File: src/rtl/baccarat_pkg.sv
// Shared types, constants and scoring helpers for the baccarat card datapath.
// The datapath and the card source both import this package.
package baccarat_pkg;

    typedef logic [3:0] card_t;

    localparam card_t       CARD_NONE = 4'd0;
    localparam card_t       CARD_ACE  = 4'd1;
    localparam card_t       CARD_KING = 4'd13;
    localparam logic [15:0] LFSR_TAPS = 16'hB400;

    // Baccarat point value: 1..9 count at face value.
    // Tens, court cards and an empty slot count as zero.
    function automatic logic [3:0] card_points(input card_t c);
        return (c >= 4'd10) ? 4'd0 : c;
    endfunction

    // Hand score is the three-card point sum modulo 10.
    // The sum is at most 27, so a single conditional subtraction of 20 or 10 is enough.
    function automatic logic [3:0] hand_score(input card_t c1, input card_t c2, input card_t c3);
        logic [4:0] sum;
        sum = {1'b0, card_points(c1)} + {1'b0, card_points(c2)} + {1'b0, card_points(c3)};
        if (sum >= 5'd20) begin
            sum = sum - 5'd20;
        end else if (sum >= 5'd10) begin
            sum = sum - 5'd10;
        end
        return sum[3:0];
    endfunction

endpackage

File: src/rtl/card_source.sv
// Card generator. It offers a new card value (1..13) on every slowclock edge.
//   USE_LFSR=1 : 16-bit right-shifting Galois LFSR; the low nibble is mapped onto 1..13.
//   USE_LFSR=0 : deterministic counter 1, 2, .., 13, 1, ...
// Ports:
//   slowclock - clock
//   resetb    - synchronous active-low reset
//   new_card  - registered card value
module card_source
    import baccarat_pkg::*;
#(
    parameter bit          USE_LFSR  = 1'b1,
    parameter logic [15:0] LFSR_SEED = 16'hACE1
) (
    input  logic       slowclock,
    input  logic       resetb,
    output logic [3:0] new_card
);

    // An all-zero LFSR would lock up, so a zero seed is replaced by 1.
    localparam logic [15:0] SeedEff = (LFSR_SEED == 16'h0000) ? 16'h0001 : LFSR_SEED;

    if (USE_LFSR) begin : g_lfsr
        logic [15:0] lfsr_q, lfsr_d;
        logic [3:0]  nib;

        always_comb begin
            lfsr_d = (lfsr_q >> 1) ^ (lfsr_q[0] ? LFSR_TAPS : 16'h0000);
        end

        always_ff @(posedge slowclock) begin
            if (!resetb) begin
                lfsr_q <= SeedEff;
            end else begin
                lfsr_q <= lfsr_d;
            end
        end

        // The 16 nibble values fold onto 13 cards.
        // 0..12 map to 1..13; 13..15 wrap to 1..3.
        assign nib = lfsr_q[3:0];
        always_comb begin
            new_card = (nib <= 4'd12) ? nib + 4'd1 : nib - 4'd12;
        end
    end else begin : g_count
        card_t count_q, count_d;

        always_comb begin
            count_d = (count_q == CARD_KING) ? CARD_ACE : count_q + 4'd1;
        end

        always_ff @(posedge slowclock) begin
            if (!resetb) begin
                count_q <= CARD_ACE;
            end else begin
                count_q <= count_d;
            end
        end

        assign new_card = count_q;
    end

endmodule

File: src/rtl/baccarat_datapath.sv
// Baccarat card-and-score datapath. It captures the offered card into the six hand
// registers on the controller's load strobes. It returns registered hand scores and
// exports the cards for display.
// Ports:
//   slowclock, resetb         - clock, synchronous active-low reset
//   load_{p,d}card{1,2,3}     - capture strobes (any combination allowed)
//   new_card                  - card currently offered
//   {p,d}card{1,2,3}          - hand registers, 0 = empty
//   pscore, dscore            - hand scores 0..9, one cycle behind the card registers
//   load_err                  - sticky: two or more loads seen in one cycle
module baccarat_datapath
    import baccarat_pkg::*;
#(
    parameter bit          USE_LFSR  = 1'b1,
    parameter logic [15:0] LFSR_SEED = 16'hACE1
) (
    input  logic       slowclock,
    input  logic       resetb,
    input  logic       load_pcard1,
    input  logic       load_pcard2,
    input  logic       load_pcard3,
    input  logic       load_dcard1,
    input  logic       load_dcard2,
    input  logic       load_dcard3,
    output logic [3:0] new_card,
    output logic [3:0] pcard1,
    output logic [3:0] pcard2,
    output logic [3:0] pcard3,
    output logic [3:0] dcard1,
    output logic [3:0] dcard2,
    output logic [3:0] dcard3,
    output logic [3:0] pscore,
    output logic [3:0] dscore,
    output logic       load_err
);

    card_source #(
        .USE_LFSR  (USE_LFSR),
        .LFSR_SEED (LFSR_SEED)
    ) u_card_source (
        .slowclock (slowclock),
        .resetb    (resetb),
        .new_card  (new_card)
    );

    logic [2:0] pload, dload;
    logic [5:0] load_vec;
    logic       multi_load;

    card_t      pcard_q [3];
    card_t      pcard_d [3];
    card_t      dcard_q [3];
    card_t      dcard_d [3];
    logic [3:0] pscore_q, pscore_d;
    logic [3:0] dscore_q, dscore_d;
    logic       load_err_q, load_err_d;

    assign pload    = {load_pcard3, load_pcard2, load_pcard1};
    assign dload    = {load_dcard3, load_dcard2, load_dcard1};
    assign load_vec = {dload, pload};
    // Clearing the lowest set bit leaves something only if two or more bits were set.
    assign multi_load = (load_vec & (load_vec - 6'd1)) != 6'd0;

    always_comb begin
        for (int i = 0; i < 3; i++) begin
            pcard_d[i] = pload[i] ? new_card : pcard_q[i];
            dcard_d[i] = dload[i] ? new_card : dcard_q[i];
        end
        // Scores come from the registers, so they trail a load by one extra cycle.
        pscore_d   = hand_score(pcard_q[0], pcard_q[1], pcard_q[2]);
        dscore_d   = hand_score(dcard_q[0], dcard_q[1], dcard_q[2]);
        load_err_d = load_err_q | multi_load;
    end

    always_ff @(posedge slowclock) begin
        if (!resetb) begin
            for (int i = 0; i < 3; i++) begin
                pcard_q[i] <= CARD_NONE;
                dcard_q[i] <= CARD_NONE;
            end
            pscore_q   <= 4'd0;
            dscore_q   <= 4'd0;
            load_err_q <= 1'b0;
        end else begin
            for (int i = 0; i < 3; i++) begin
                pcard_q[i] <= pcard_d[i];
                dcard_q[i] <= dcard_d[i];
            end
            pscore_q   <= pscore_d;
            dscore_q   <= dscore_d;
            load_err_q <= load_err_d;
        end
    end

    assign pcard1   = pcard_q[0];
    assign pcard2   = pcard_q[1];
    assign pcard3   = pcard_q[2];
    assign dcard1   = dcard_q[0];
    assign dcard2   = dcard_q[1];
    assign dcard3   = dcard_q[2];
    assign pscore   = pscore_q;
    assign dscore   = dscore_q;
    assign load_err = load_err_q;

endmodule

File: config.mk
export PLATFORM = sky130hd
export DESIGN_NAME = baccarat_datapath
export DESIGN_NICKNAME = d
export VERILOG_FILES = /design/src/rtl/baccarat_pkg.sv /design/src/rtl/card_source.sv /design/src/rtl/baccarat_datapath.sv
export SDC_FILE = /design/constraint.sdc
export NUM_CORES = 1
export LEC_CHECK = 0
export ABC_AREA = 0
export CAP_MARGIN = 30
export CORE_MARGIN = 2
export CORE_UTILIZATION = 39
export CTS_BUF_LIST = sky130_fd_sc_hd__clkbuf_8
export CTS_CLUSTER_DIAMETER = 40
export CTS_CLUSTER_SIZE = 28
export DETAILED_ROUTE_END_ITERATION = 10
export PLACE_DENSITY = 0.64
export SLEW_MARGIN = 40
export SYNTH_ARGS = -nofsm -noshare
export SYNTH_HDL_FRONTEND = slang
export SYNTH_SLANG_ARGS = --single-unit
File: constraint.sdc
create_clock -name slowclock -period 2.92 [get_ports slowclock]
set_input_delay 0.73 -clock slowclock [delete_from_list [all_inputs] [get_ports slowclock]]
set_output_delay 0.73 -clock slowclock [all_outputs]
set_load 0.005 [all_outputs]
==> results.cfg, run 1 <==
[yosys]
avgSynthCellArea_sq_um = 9.10
synth-edff-count = 0
synth_seq_cells = 49
async_reset_ff_share_pct = 0
synth_warnings = 0
netlist_area_sq_um = 2750
synth_cell_types = 45
synth_common_cells = dfxtp_1 (49), nor2_1 (24), nand2_1 (20)
yosys.area.top_type = dfxtp_1
synthCells = 302
synth_nets = 335
yosysSeqAreaShare_pct = 35.7
synthTopCellsByArea = dfxtp_1 (36%), fa_1 (7.3%), ha_1 (6.8%)
synth_flop_cell = dfxtp_1
synth_top_area_share_pct = 35.7
synth.most_common_cell = dfxtp_1

[timing]
worst_hold_slack_ns = 0.423
setup_viol_count_final = 1
hold_viol = 0
fin_crit_sh_pct = 102
slew_headroom_pct = 57.8
slew_viol_final = 0
fin_ws_ns = -0.0448
worstMarginPinSlew_ns = 0.631
max_clock_freq_ghz = 0.337
min_period_ns = 2.96
rsz0062_at_grt = true
fin_worst_skew_ns = 0.00621

[cts]
cts_buffers = 5
cts.sinks = 49
cts_tree = built
htreeDepth = 2
cts_buffer_depth = 2
clk_pin_slew_ns = 0.10
cts-root-buf = clkbuf_8
clk_latency_ns = 0.30

[die]
die_y_um = 87.9
die_w_um = 87.9
start_util_pct = 40.4
ioPinCount = 45
dieArea_sq_um = 7730
fp-row-count = 30
core-area_sq_um = 6790

[worst_setup_path]
cp.arrival_ns = 3.16
cp_num_cells = 10
max_stage_delay_ns = 0.52
cp_common_cell = ha_4
path_buf_inv = 1
r2r_cells = 10
path_class = register to register
start_kind = register
crit_required_ns = 3.12
crit_family = adder cells
path_cells = nor2b_4 -> fa_1 -> ha_4 -> fa_2 -> xor2_2 -> inv_2 -> ha_4 -> or4b_1 -> and4_1 -> o21a_1
critical_path.slowest_cell = fa_1
cp_max_fo = 4
endpoint_kind = register

[drt]
drtIter0Drc = 79
drc = 0
vias = 2332
vias_per_cell = 4.82
drt_pass1_iterations = 5
wl_per_cell_um = 12.9
detail-route-antenna-nets = 0
finalWirelength_um = 6240

[power]
pwr-share-comb_pct = 32.3
cellPowerDensity_nw_per_um2 = 468
p_sw_uw = 524
internal_power_mw = 1.31
p_clk_share_pct = 27.1
ir_worst_vdd_mv = 0.250
total_power_mw = 1.83
switching_share_pct = 28.6
p_leak_nw = 1.60
seq_power_share_pct = 40.6

[global_route]
grt_pass1_wl_um = 10200
busiest_layer = met2
groute.layer.met3.usage_pct = 4.15
groute.layer.met2.usage_pct = 27.5
grt-ovfl-total = 0
grt_start_max_net_pins = 19
grt_use_total_pct = 16.6
met1_usage_pct = 22.4
grt_pass1_vias = 2169
antenna_found_initial = 0

[hold_path]
min_path_type = register to register
holdPathStages = 1

[layout]
diodes = 0
area_delta_synth_final_pct = 42.7
drive_gt1_share_pct = 28.9
stdcell_count = 484
nNetsFinal = 420

[run]
drv_cap = 0

[placed_design]
dp_cells = 462
io_buffers = 44
gp_congestion = 0.791
hpwlAfterDp_um = 4640

[run_status]
status = finished with violations
violations = negative setup slack
-- registers in the layout, indices dropped and copies added, names as in the netlist --
register,count
dcard_q,12
pscore,4
pcard_q,12
dscore,4
u_card_source.g_lfsr.lfsr_q,16
load_err,1
-- final timing paths --
path	start	endpoint	slack, ns
setup / recovery	pcard_q[0][5]$_SDFFE_PN0P_	pscore[3]$_SDFF_PN0_	-0.04
hold / removal	u_card_source.g_lfsr.lfsr_q[6]$_SDFF_PN1_	u_card_source.g_lfsr.lfsr_q[5]$_SDFF_PN1_	0.42
setup reg to reg	pcard_q[0][5]$_SDFFE_PN0P_	pscore[3]$_SDFF_PN0_	-0.04
hold reg to reg	u_card_source.g_lfsr.lfsr_q[6]$_SDFF_PN1_	u_card_source.g_lfsr.lfsr_q[5]$_SDFF_PN1_	0.42
-- metrics by stage --
| stage | worst slack, ns | TNS (ns) | instance area, sq um | util (%) |
|---|---|---|---|---|
| 3_5_place_dp | -0.0611 | -0.0804 | 3590 | 52.9 |
| 2_1_floorplan | -0.00794 | -0.00794 | 2850 | - |
| 5_1_grt | -0.161 | -0.284 | 3920 | 57.7 |
| 3_3_place_gp | -0.0334 | -0.0334 | 3590 | 52.9 |
| 6_report | -0.0448 | -0.0448 | 3920 | 57.7 |
| 4_1_cts | -0.0385 | -0.0385 | 3810 | 56.1 |
-- placed cells by master, fill, tap and decap left out, drive strengths merged, types with 3 or more instances in the layout --
master / Yosys / routed
xnor2: 5 / 5
and4: 4 / 4
or3b: 4 / 4
nand3b: 6 / 6
mux2i: 8 / 8
a211oi: 10 / 10
a21o: 3 / 3
ha: 15 / 15
o211ai: 6 / 6
and2: 16 / 16
nor2: 24 / 24
nand2: 20 / 20
fa: 10 / 10
o21ai: 16 / 16
nand3: 9 / 9
buf: 6 / 51
nand2b: 15 / 15
dfxtp: 49 / 49
inv: 17 / 18
clkdlybuf4s50: 0 / 44
nor2b: 12 / 12
clkbuf: 11 / 5
a21oi: 9 / 9
a31oi: 4 / 4
-- power groups by stage --
stage | clock (mW) | combinational, mW | sequential, mW
2_1_floorplan | 0 | 0.311 | 0.765
3_3_place_gp | 0 | 0.522 | 0.762
3_5_place_dp | 0 | 0.526 | 0.763
4_1_cts | 0.514 | 0.553 | 0.745
5_1_grt | 0.542 | 0.655 | 0.750
6_report | 0.497 | 0.592 | 0.744
-- layout make-up --
cell class	count	area, sq um
inverters	17	63.8
flip-flops and latches	49	1020
fillers	587	2870
repair buffers	95	831
multi-input cells	219	1770
clock buffers	5	68.8
clock inverters	3	48.8
well taps	96	120
-- cell families after synthesis --
logic type / share of synthesized area, %
flip-flops: 35.7
AND/OR/NAND/NOR: 24.5
XOR/XNOR: 2.50
AO/OA/AOI/OAI: 14.6
buffers and inverters: 5.69
multiplexers: 2.91
adder cells (fa/ha/maj): 14.1
-- what timing repair did --
item,4_1_cts,5_1_grt
hold buffers,0,0
buffers inserted,7,7
pin swaps,9,18
resized for setup,12,16
gates cloned,0,0
setup endpoints to repair,6,5
-- per-layer routing --
layer | routed length, um | part of all wire, % | vias up
met3 | 287 | 4.6 | 2
met5 | 0 | 0 | -
met1 | 2960 | 47 | 1067
met2 | 2970 | 48 | 55
li1 | - | - | 1208
met4 | 19 | 0.30 | 0
Power figures use the tool's default switching activity.
==> inputs of run 2 (changes only) <==
--- a/config.mk
+++ b/config.mk
@@ -8,12 +8,13 @@
 export ABC_AREA = 0
 export CAP_MARGIN = 30
 export CORE_MARGIN = 2
-export CORE_UTILIZATION = 39
+export CORE_UTILIZATION = 50
 export CTS_BUF_LIST = sky130_fd_sc_hd__clkbuf_8
 export CTS_CLUSTER_DIAMETER = 40
 export CTS_CLUSTER_SIZE = 28
 export DETAILED_ROUTE_END_ITERATION = 10
-export PLACE_DENSITY = 0.64
+export MAX_ROUTING_LAYER = met4
+export PLACE_DENSITY = 0.79
 export SLEW_MARGIN = 40
 export SYNTH_ARGS = -nofsm -noshare
 export SYNTH_HDL_FRONTEND = slang
==> results.cfg, run 2 (synthesized netlist as in run 1, its figures left out) <==
[layout]
largest_register_ffs = 16
design_area_sq_um = 3880
largest_registers = u_card_source.g_lfsr.lfsr_q (16), dcard_q (12), pcard_q (12)
final_cell_mix = clkdlybuf4s50_1 (44), buf_4 (40), dfxtp_1 (29)
stdcell_count = 450
drive_gt1_share_pct = 29.5
largest-register = u_card_source.g_lfsr.lfsr_q
diodes = 0
area_delta_synth_final_pct = 41.4
layout_commonest_cell = clkdlybuf4s50_1
nNetsFinal = 412
fillerInstances = 380

[placed_design]
pre_cts_slack_ns = -0.0726
gp_congestion = 0.874
place_area_sq_um = 3550
hpwlAfterDp_um = 4820
io_buffers = 44
dp_cells = 434

[power]
p_leak_nw = 1.58
ir_worst_vdd_mv = 0.410
cellPowerDensity_nw_per_um2 = 475

[timing]
setup_viol_count_final = 2
max_clock_freq_ghz = 0.337
fin_worst_skew_ns = 0.00475
setup_tns_ns = -0.0718
slew_headroom_pct = 59.3
fin_crit_sh_pct = 102
hold_viol = 0
rsz0062_at_grt = true
worstMarginPinSlew_ns = 0.609
slew_viol_final = 0
fin_ws_ns = -0.0490
min_period_ns = 2.97

[global_route]
antenna_found_initial = 0
grt-ovfl-total = 0
grt_pass1_wl_um = 10800
grt_use_total_pct = 22.7
grt_pass1_vias = 2304
grt_start_max_net_pins = 21

[drt]
detail-route-antenna-nets = 0
vias_per_cell = 5.39
drc = 0
vias = 2424
drt_pass1_iterations = 4
wl_per_cell_um = 15.1
drtIter0Drc = 117
finalWirelength_um = 6780

[cts]
cts_buffers = 5
clk_pin_slew_ns = 0.10
htreeDepth = 2
cts_buffer_depth = 2
postCtsHoldBufs = 0
cts.sinks = 49
clk_latency_ns = 0.30
cts_tree = built
cts-root-buf = clkbuf_8

[die]
core-area_sq_um = 5200
die_w_um = 78.1
start_util_pct = 52.8
ioPinCount = 45
dieArea_sq_um = 6100
die_y_um = 78.1
fp-row-count = 26

[worst_setup_path]
cp_common_cell = ha_4
path_cells = nor2b_4 -> fa_1 -> ha_4 -> fa_2 -> ha_4 -> or4b_1 -> and4_1 -> o21a_1
cp.arrival_ns = 3.17
path_buf_inv = 0
cp_max_fo = 5
crit_family = adder cells
path_class = register to register
max_stage_delay_ns = 0.62
endpoint_kind = register
critical_path.slowest_cell = fa_2
crit_required_ns = 3.12
start_kind = register

[run_status]
violations = negative setup slack
status = finished with violations

[run]
drv_cap = 0

[hold_path]
min_path_type = register to register
run 2: where the power goes:
part	leakage, nW	internal [mW]	switching [mW]	total (mW)
Combinational	1.11	0.326	0.270	0.596
Clock	0.0603	0.263	0.239	0.502
Sequential	0.415	0.717	0.0299	0.747
run 2: routing by layer:
layer,up-vias,routed length [um],track usage [%]
li1,1185,-,-
met1,1172,2920,27.3
met2,61,3470,38.9
met3,6,316,4.83
met4,0,68,6.14
met5,-,0,-
run 2: worst paths after layout:
path                            depth (start not counted)  slack [ns]                                   endpoint                                       from
worst min-delay path                                    1        0.42  u_card_source.g_lfsr.lfsr_q[7]$_SDFF_PN1_  u_card_source.g_lfsr.lfsr_q[8]$_SDFF_PN0_
worst max-delay path                                    8       -0.05                       pscore[3]$_SDFF_PN0_                 pcard_q[0][5]$_SDFFE_PN0P_
worst max register to register                          8       -0.05                       pscore[3]$_SDFF_PN0_                 pcard_q[0][5]$_SDFFE_PN0P_
worst min register to register                          1        0.42  u_card_source.g_lfsr.lfsr_q[7]$_SDFF_PN1_  u_card_source.g_lfsr.lfsr_q[8]$_SDFF_PN0_
run 2: timing repair:
item,in CTS,in global routing
buffers inserted,4,5
setup endpoints to repair,5,8
pin swaps,11,13
gates resized for setup,18,24
run 2: cell type report:
cell class,count,area [sq um],area share (%)
clock inverter,3,50.0,1.29
clock buffer,5,68.8,1.77
sequential,49,1030,26.4
timing repair buffer,87,774,19.9
tap,70,87.6,2.25
inverter,17,63.8,1.64
multi-input combinational,219,1810,46.7
run 2: through the flow:
step / utilization [%] / hold WS (ns) / total power, mW
CTS: 72.2 / 0.421 / 1.82
global placement: 68.1 / 0.393 / 1.27
floorplan: - / 0.386 / 1.08
finish: 74.6 / 0.416 / 1.85
global route: 74.6 / 0.458 / 1.95
detailed placement: 68.1 / 0.392 / 1.29
==> inputs of run 3 (changes only) <==
--- a/config.mk
+++ b/config.mk
@@ -8,13 +8,13 @@
 export ABC_AREA = 0
 export CAP_MARGIN = 30
 export CORE_MARGIN = 2
-export CORE_UTILIZATION = 50
+export CORE_UTILIZATION = 35
 export CTS_BUF_LIST = sky130_fd_sc_hd__clkbuf_8
 export CTS_CLUSTER_DIAMETER = 40
 export CTS_CLUSTER_SIZE = 28
 export DETAILED_ROUTE_END_ITERATION = 10
 export MAX_ROUTING_LAYER = met4
-export PLACE_DENSITY = 0.79
+export PLACE_DENSITY = 0.58
 export SLEW_MARGIN = 40
 export SYNTH_ARGS = -nofsm -noshare
 export SYNTH_HDL_FRONTEND = slang
==> results.cfg, run 3 (synthesized netlist as in run 1, its figures left out) <==
[run]
drv_cap = 0

[drt]
vias_per_cell = 4.77
wl_per_cell_um = 13.4
drt_pass1_iterations = 4
vias = 2284
finalWirelength_um = 6430
detail-route-antenna-nets = 0
drc = 0
drtIter0Drc = 79

[worst_setup_path]
regToRegSetupSlack_ns = -0.01
path_class = register to register
crit_required_ns = 3.12
cp.arrival_ns = 3.13
start_kind = register
endpoint_kind = register
cp_max_fo = 4

[timing]
slew_headroom_pct = 63.6
fin_ws_ns = -0.0117
worst_hold_slack_ns = 0.422
setup_viol_count_final = 1
fin_crit_sh_pct = 100
hold_viol = 0
min_period_ns = 2.93
rsz0062_at_grt = true
setup_tns_ns = -0.0117
fin_worst_skew_ns = 0.00701
slew_viol_final = 0
worstMarginPinSlew_ns = 0.544
max_clock_freq_ghz = 0.341

[hold_path]
min_path_type = register to register

[die]
ioPinCount = 45
start_util_pct = 35.9
die_w_um = 92.6
core-area_sq_um = 7650
dieArea_sq_um = 8570
die_y_um = 92.6
fp-row-count = 32

[cts]
clk_pin_slew_ns = 0.10
cts_buffers = 5
htreeDepth = 2
postCtsHoldBufs = 0
cts_buffer_depth = 2
clk_latency_ns = 0.30
cts-root-buf = clkbuf_8
cts.sinks = 49
cts_tree = built

[power]
internal_power_mw = 1.30
total_power_mw = 1.83
switching_share_pct = 29.2
p_sw_uw = 536
ir_worst_vdd_mv = 0.315
p_clk_share_pct = 27.9
p_leak_nw = 1.56
pwr-share-comb_pct = 31.4
seq_power_share_pct = 40.7
cellPowerDensity_nw_per_um2 = 473

[global_route]
grt-ovfl-total = 0
antenna_found_initial = 0
grt_use_total_pct = 16.1
grt_pass1_wl_um = 10900
grt_pass1_vias = 2276
grt_start_max_net_pins = 21

[layout]
nNetsFinal = 409
largest-register = u_card_source.g_lfsr.lfsr_q
largest_registers = u_card_source.g_lfsr.lfsr_q (16), dcard_q (12), pcard_q (12)
final_cell_mix = clkdlybuf4s50_1 (44), buf_4 (40), dfxtp_1 (30)
multiInputGateArea_sq_um = 1810
final-seq-area_sq_um = 1020
drive_gt1_share_pct = 27.9
largest_register_ffs = 16
diodes = 0
fillerInstances = 724
area_delta_synth_final_pct = 41.2
layout_commonest_cell = clkdlybuf4s50_1

[placed_design]
hpwlAfterDp_um = 4860
gp_congestion = 0.846
pre_cts_slack_ns = -0.0690
io_buffers = 44

[run_status]
violations = negative setup slack
status = finished with violations
run 3: critical path, cell delays in order (launching register included):
cell	delay [ns]
dfxtp_4	0.37
nor2b_4	0.13
fa_1	0.51
ha_4	0.19
fa_2	0.39
xor2_2	0.17
inv_2	0.07
ha_4	0.24
or4b_1	0.45
and4_1	0.16
o21a_1	0.16
run 3: path summary, 6_finish.rpt:
check	from	end	cells after the start
worst max-delay path	dcard_q[0][9]$_SDFFE_PN0P_	dscore[3]$_SDFF_PN0_	10
worst min-delay path	u_card_source.g_lfsr.lfsr_q[6]$_SDFF_PN1_	u_card_source.g_lfsr.lfsr_q[5]$_SDFF_PN1_	1
worst max register to register	dcard_q[0][9]$_SDFFE_PN0P_	dscore[3]$_SDFF_PN0_	10
worst min register to register	u_card_source.g_lfsr.lfsr_q[6]$_SDFF_PN1_	u_card_source.g_lfsr.lfsr_q[5]$_SDFF_PN1_	1
run 3: power groups by stage:
stage	sequential, mW	combinational, mW	clock [mW]
finish	0.747	0.576	0.511
global route	0.754	0.638	0.552
CTS	0.748	0.551	0.530
detailed placement	0.763	0.532	0
global placement	0.763	0.526	0
floorplan	0.765	0.311	0
run 3: layout make-up:
cell class | instances | area share, %
Inverter | 17 | 1.64
Tap cell | 102 | 3.29
Multi-Input combinational cell | 219 | 46.7
Sequential cell | 49 | 26.3
Clock buffer | 5 | 1.77
Clock inverter | 3 | 1.23
Timing Repair Buffer | 84 | 19.1
run 3: repair_timing:
| item | in CTS | in global routing |
|---|---|---|
| pin swaps | 11 | 2 |
| resized for setup | 16 | 19 |
| hold endpoints to repair | 0 | 0 |
| endpoints found under the setup margin | 4 | 8 |
| setup buffers | 1 | 0 |
run 3: layer usage:
layer	share of wire (%)	routed length, um	track usage, %	vias up
met1	48	3080	20.7	1061
met4	0.31	20	2.24	0
met3	3.0	194	3.34	2
met5	0	0	-	-
met2	49	3140	26.9	41
li1	-	-	-	1180
run 3: stage by stage:
stage / util (%) / instance area, sq um / std cells
final: 50.7 / 3880 / 479
after global routing: 50.7 / 3880 / 479
after CTS: 49.7 / 3800 / 479
after detailed placement: 47.3 / 3620 / 470
after global placement: 47.3 / 3620 / 470
after floorplan: - / 2850 / 302
